===== src/rtl/bit_slicer.sv =====
// Adaptive-threshold slicer with transition-based bit timing recovery.
// Emits one registered mid-bit decision (value, strobe, raw sample) per bit while locked.
module bit_slicer #(
  parameter int SPB       = 8,
  parameter int AVG_SH    = 6,
  parameter int TOL       = 1,
  parameter int ACQ_EDGES = 4,
  parameter int MAX_RUN   = 16
) (
  input  logic       clk,
  input  logic       rst,
  input  logic [7:0] din,
  input  logic       den,
  output logic [7:0] sout,
  output logic       bout,
  output logic       bvalid,
  output logic       locked,
  output logic [7:0] thr
);

  localparam int PW = $clog2(SPB);
  localparam int AW = 8 + AVG_SH;

  typedef enum logic {ACQ, LOCK} state_t;

  state_t        state_q, state_d;
  logic [AW-1:0] acc_q, acc_d;
  logic          s_prev_q, s_prev_d;
  logic [PW-1:0] ph_q, ph_d;
  logic [7:0]    ivl_q, ivl_d;
  logic [7:0]    run_q, run_d;
  logic [7:0]    gcnt_q, gcnt_d;
  logic [7:0]    sout_q, sout_d;
  logic          bout_q, bout_d;
  logic          bvalid_q, bvalid_d;

  logic          s_w, edge_w, mid_w, good_w;
  logic [8:0]    n_w;
  logic [PW-1:0] nmod_w;
  logic [7:0]    thr_w;

  assign thr_w  = acc_q[AVG_SH+7:AVG_SH];
  assign s_w    = (din > thr_w);
  assign edge_w = den && (s_w != s_prev_q);
  assign mid_w  = den && (ph_q == PW'(SPB/2));
  // SPB is a power of two, so the low bits of n are n mod SPB
  assign n_w    = {1'b0, ivl_q} + 9'd1;
  assign nmod_w = n_w[PW-1:0];
  assign good_w = (n_w >= 9'(SPB-TOL)) &&
                  ((nmod_w <= PW'(TOL)) || (nmod_w >= PW'(SPB-TOL)));

  always_comb begin
    state_d  = state_q;
    acc_d    = acc_q;
    s_prev_d = s_prev_q;
    ph_d     = ph_q;
    ivl_d    = ivl_q;
    run_d    = run_q;
    gcnt_d   = gcnt_q;
    sout_d   = sout_q;
    bout_d   = bout_q;
    bvalid_d = 1'b0;
    if (den) begin
      acc_d    = acc_q + AW'(din) - (acc_q >> AVG_SH);
      s_prev_d = s_w;
      ivl_d    = edge_w ? '0 : ((ivl_q == '1) ? ivl_q : ivl_q + 8'd1);
      ph_d     = edge_w ? PW'(1) : ph_q + PW'(1);
      if (edge_w)
        run_d = '0;
      else if (mid_w && (run_q != '1))
        run_d = run_q + 8'd1;

      if (state_q == ACQ) begin
        if (edge_w) begin
          if (!good_w)
            gcnt_d = '0;
          else if (gcnt_q + 8'd1 == 8'(ACQ_EDGES)) begin
            state_d = LOCK;
            gcnt_d  = '0;
          end else
            gcnt_d = gcnt_q + 8'd1;
        end
      end else if (mid_w && ({1'b0, run_q} + 9'd1 == 9'(MAX_RUN))) begin
        state_d = ACQ;
        gcnt_d  = '0;
      end

      if (mid_w && (state_q == LOCK)) begin
        bvalid_d = 1'b1;
        bout_d   = s_w;
        sout_d   = din;
      end
    end
  end

  always_ff @(posedge clk) begin
    if (rst) begin
      state_q  <= ACQ;
      acc_q    <= AW'(128) << AVG_SH;
      s_prev_q <= 1'b0;
      ph_q     <= '0;
      ivl_q    <= '0;
      run_q    <= '0;
      gcnt_q   <= '0;
      sout_q   <= '0;
      bout_q   <= 1'b0;
      bvalid_q <= 1'b0;
    end else begin
      state_q  <= state_d;
      acc_q    <= acc_d;
      s_prev_q <= s_prev_d;
      ph_q     <= ph_d;
      ivl_q    <= ivl_d;
      run_q    <= run_d;
      gcnt_q   <= gcnt_d;
      sout_q   <= sout_d;
      bout_q   <= bout_d;
      bvalid_q <= bvalid_d;
    end
  end

  assign sout   = sout_q;
  assign bout   = bout_q;
  assign bvalid = bvalid_q;
  assign locked = (state_q == LOCK);
  assign thr    = thr_w;

endmodule


===== config.mk =====
export PLATFORM = sky130hd
export DESIGN_NAME = bit_slicer
export DESIGN_NICKNAME = d
export VERILOG_FILES = /design/src/rtl/bit_slicer.sv
export SDC_FILE = /design/constraint.sdc
export NUM_CORES = 1
export LEC_CHECK = 0
export ABC_AREA = 1
export ABC_CLOCK_PERIOD_IN_PS = 3650
export CAP_MARGIN = 20
export CELL_PAD_IN_SITES_DETAIL_PLACEMENT = 1
export CELL_PAD_IN_SITES_GLOBAL_PLACEMENT = 2
export CORE_MARGIN = 4
export CORE_UTILIZATION = 34
export CTS_BUF_LIST = sky130_fd_sc_hd__clkbuf_4
export DETAILED_ROUTE_END_ITERATION = 12
export MAX_ROUTING_LAYER = met4
export PLACE_DENSITY = 0.9
export SLEW_MARGIN = 20
export SYNTH_ARGS = -nofsm -noshare
export SYNTH_HDL_FRONTEND = slang
export SYNTH_SLANG_ARGS = --single-unit

===== constraint.sdc =====
create_clock -name clk -period 3.65 [get_ports clk]
set_clock_uncertainty 0.1 [all_clocks]
set_input_delay 0.73 -clock clk [delete_from_list [all_inputs] [get_ports clk]]
set_output_delay 0.73 -clock clk [all_outputs]
set_load 0.02 [all_outputs]

# [Word level (Yosys, flattened, before mapping)]
# Index checks and enable logic that the tools add are counted.
[totals] output_inout_bits=19 register_bits=53 inputBits=11 word_cells=61
[op_classes] eq_ne=8 n_addsub=8 n_reduce_logical=14 mux=16 bitwise_logic=1 order_cmp=4
[ops] op="two-way mux 8 bit" n=9
[ops] op="adder 8 x 1 -> 8 bit, second input constant" n=3
[ops] op="adder 8 x 1 -> 9 bit, second input constant" n=2
[ops] op="adder 14 x 8 -> 14 bit" n=1
[ops] op="subtractor 14 x 8 -> 14 bit" n=1
[ops] op="equality test 9 x 5 -> 1 bit, second input constant" n=1
[ops] op=">= comparator 9 x 3 -> 1 bit, second input constant" n=1
[ops] op="equality test 8 x 3 -> 1 bit, second input constant" n=1
[ops] op="equality test 8 bit, second input constant" n=1
[ops] op="> comparator 8 bit" n=1
[ops] op="inequality test 8 bit, second input constant" n=1
[ops] op="logical AND 1 bit" n=6
[ops] op="two-way mux 1 bit" n=6
[ops] op="AND reduction 2 bit" n=3
[ops] op="nonzero test 2 bit" n=2
[ops] op="adder 3 x 1 -> 3 bit, second input constant" n=1
[ops] op="equality test 3 bit, second input constant" n=1
[ops] op=">= comparator 3 bit, second input constant" n=1
[ops] op="less-or-equal comparator 3 x 1 -> 1 bit, second input constant" n=1
[ops] op="two-way mux 3 bit" n=1
[ops] op="AND reduction 3 bit" n=1
[ops] op="inequality test 2 x 1 -> 1 bit, second input constant" n=1
[ops] op="inequality test 2 bit, second input constant" n=1
[ops] op="OR reduction 2 bit" n=1
[ops] op="other kinds (3)" n=3

# [Logic depth before layout (Yosys ltp)]
[logic_depth] word_depth=7 ltp_mapped=17 mapped_depth_nobuf=17

# [Worst setup path before layout]
# OpenSTA, ideal clock, no wires.
[synth_path] path_kind="input-to-reg" start="input din[6]" end="register acc_q[11]" setup_ps=109 required_time_ps=3441 t_arrival_ps=2594 stages=12 slack_ps=847 n_path_buf=0 cell_sequence="inv_1 > fa_1 > inv_1 > ha_1 > a21o_1 > a21boi_0 > nand3_1 > a21oi_1 > xor2_1 > nand2_1 > nand2_1 > inv_1"
[synth_via] elab_chain_cells=2
[synth_lines] element="from (decl)" line_no="12" text="input logic [7:0] din,"
[synth_lines] element="adder 14 x 8 -> 14 bit" line_no="64" text="acc_d = acc_q + AW'(din) - (acc_q >> AVG_SH);"
[synth_lines] element="subtractor 14 x 8 -> 14 bit" line_no="64"
[synth_lines] element="to (signal assigned)" line_no="99" text="acc_q <= AW'(128) << AVG_SH;"
[synth_lines] element="to (decl)" line_no="27" text="logic [AW-1:0] acc_q, acc_d;"
# Every way passes these cells.
# A chain may end at the register's enable or synchronous reset.

# [Final worst setup path]
[layout_path] start="input din[7]" end="register acc_q[13]"
# The elaborated chain is that of the path after synthesis.

==> results.json <==
{
  "cp.depth": 15,
  "htreeDepth": 2,
  "hold_violations": 0,
  "post-cts-setup-buffers": 0,
  "syn-cell-area_sq_um": 3840,
  "cts_buffers": 5,
  "clock-sinks": 53,
  "max_freq_mhz": 326,
  "rsz0062_at_grt": "no",
  "p_leak_nw": 2.15,
  "cts_tree": "done",
  "drt-initial-drc-count": 116,
  "status": "complete, no violations",
  "grtUsageTotal_pct": 16.7,
  "peakVddDrop_mv": 0.363,
  "vias_per_cell": 4.85,
  "layout_commonest_cell": "inv_1",
  "grt-ovfl-total": 0,
  "place_ws_ps": 128,
  "synthCells": 563,
  "worst_ep_required_time_ps": 3860,
  "ys_warn_count": 0,
  "grt_pass1_wl_microns": 17400,
  "tns_ps": 0,
  "ys_async_sr_fraction_pct": 0,
  "critPathTopFamily": "adder cells",
  "arrival_ps": 3270,
  "slew_headroom_pct": 52.0,
  "antenna_found_initial": 0,
  "crit_chain": "clkdlybuf4s50_1 > inv_1 > fa_1 > inv_1 > ha_1 > nand2_1 > inv_1 > a21boi_0 > nand3_1 > nand2_1 > inv_1 > o21bai_1 > nand2_1 > nand2_1 > nand3_1",
  "drt-total-wl_microns": 10000,
  "setup_viol": 0,
  "path_buf_inv": 5,
  "num_vias": 3519,
  "drc": 0,
  "wire_per_inst_microns": 13.8,
  "die_y_microns": 114,
  "firstDrtPassIters": 4,
  "maxCapViolCount": 0,
  "hold_buffers": 0,
  "io_pins": 30,
  "synth_seq_cells": 53,
  "final_cell_mix": "inv_1 (113), nand2_1 (108), dfxtp_1 (53), nor2_1 (50), a21oi_1 (42)",
  "portBuffers": 29,
  "worstSkewPairLatency_ps": 410,
  "slew_viol_final": 0,
  "tightest_slew_ps": 719,
  "synth_edf_count": 0,
  "grt_start_max_net_pins": 23,
  "clockBufferDepth": 2,
  "start_kind": "input pin",
  "fill_cells": 1440,
  "core_sq_um": 10900,
  "synthToLayoutAreaGrowth_pct": 11.6,
  "synthFlopType": "dfxtp_1",
  "synth.net_count": 613,
  "hold_depth": 2,
  "start_util_pct": 35.1,
  "min_period_ps": 3060,
  "slowest_stage": "fa_1",
  "dp_hpwl_microns": 7980,
  "critPathKind": "in2reg",
  "synth_seq_area_share_pct": 27.6,
  "die_width_microns": 114,
  "cp_max_fo": 5,
  "end_kind": "flop",
  "grt_pass1_vias": 3695,
  "drive_gt1_share_pct": 5.30,
  "ant_nets": 0,
  "cpPeakStageDelay_ps": 540,
  "nets": 634,
  "period_share_pct": 83.9,
  "fp-row-count": 38,
  "cts.clk_slew.worst_paths_ps": 180,
  "cts_root_buf": "clkbuf_4",
  "dieArea_sq_um": 13100,
  "power_density_nw_per_um2": 718,
  "hp-class": "reg2reg",
  "synth.avg_cell_area_sq_um": 6.82,
  "worst_slack_ps": 587,
  "reg2regPathDepth": 13,
  "synth_cell_types": 37,
  "cts.repair.resized": 0,
  "gp_routability_congestion": 0.871
}
-- cell type report --
| class | count | area (sq um) | share of cell area [%] |
|---|---|---|---|
| inverters | 115 | 432 | 10.1 |
| flip-flops and latches | 53 | 1060 | 24.8 |
| clock buffers | 5 | 37.5 | 0.876 |
| repair buffers | 33 | 320 | 7.47 |
| well taps | 140 | 175 | 4.09 |
| clock inverters | 3 | 25.0 | 0.584 |
| multi-input cells | 376 | 2230 | 52.1 |
| diodes | 1 | 2.50 | 0.0584 |
-- path summary, 6_finish.rpt --
kind	startpoint	to	slack, ps
worst min register to register	acc_q[0]	acc_q[0]	380
worst max register to register	acc_q[6]	acc_q[13]	930
worst max-delay path	din[7]	acc_q[13]	590
worst min-delay path	acc_q[0]	acc_q[0]	380
-- synth_stat cells (8+ instances only) --
master	n	share of area, %
inv_1	113	11
dfxtp_1	53	28
ha_1	31	10
nand3_1	35	4.6
nor2_1	50	4.9
fa_1	8	4.2
buf_4	9	1.8
nand2_1	108	11
o211ai_1	8	1.6
o21ai_0	33	4.3
a21oi_1	42	5.5
-- registers in the layout (all words and copies together) (netlist names) --
register	cells
acc_q	14
bout	1
bvalid	1
gcnt_q	8
ivl_q	8
locked	1
ph_q	3
run_q	8
s_prev_q	1
sout	8
-- cell families after synthesis --
logic type	share of synthesized area, %
compound gates	14.9
buf+inv	14.2
flops	27.6
xor+xnor	2.51
simple gates	26.5
fa+ha+maj	14.3
-- layer usage --
metal  vias to the layer above  wire [microns]  GRT usage, %
met2                        26            4990          29.7
met5                         -               0             -
li1                       1811               -             -
met3                         9             159          2.17
met1                      1673            4770          20.2
met4                         0             127          3.80
-- per-stage QoR --
| step | hold WS (ps) | utilization [%] | total power, mW | std cells | cell area [sq um] |
|---|---|---|---|---|---|
| 2_1_floorplan | 337 | - | 2.29 | 563 | 3840 |
| 3_3_place_gp | 356 | 38.6 | 2.71 | 717 | 4220 |
| 3_5_place_dp | 367 | 38.6 | 2.78 | 717 | 4220 |
| 4_1_cts | 389 | 39.2 | 3.11 | 725 | 4280 |
| 5_1_grt | 423 | 39.2 | 3.43 | 725 | 4280 |
| 6_report | 381 | 39.2 | 3.08 | 726 | 4290 |
-- report_power, final --
| group | switching, mW | internal [mW] |
|---|---|---|
| Combinational | 1.22 | 0.747 |
| Sequential | 0.118 | 0.685 |
| Clock | 0.224 | 0.0804 |
-- worst reg2reg max path, delay by kind of cell, from the launching register on --
kind	cells	cell delay, ps
AND/OR/NAND/NOR	5	480
AO/OA/AOI/OAI	3	510
adder cells (fa/ha/maj)	2	870
buffers and inverters	3	220
flip-flops	1	450
(Power assumes the default switching activity.)
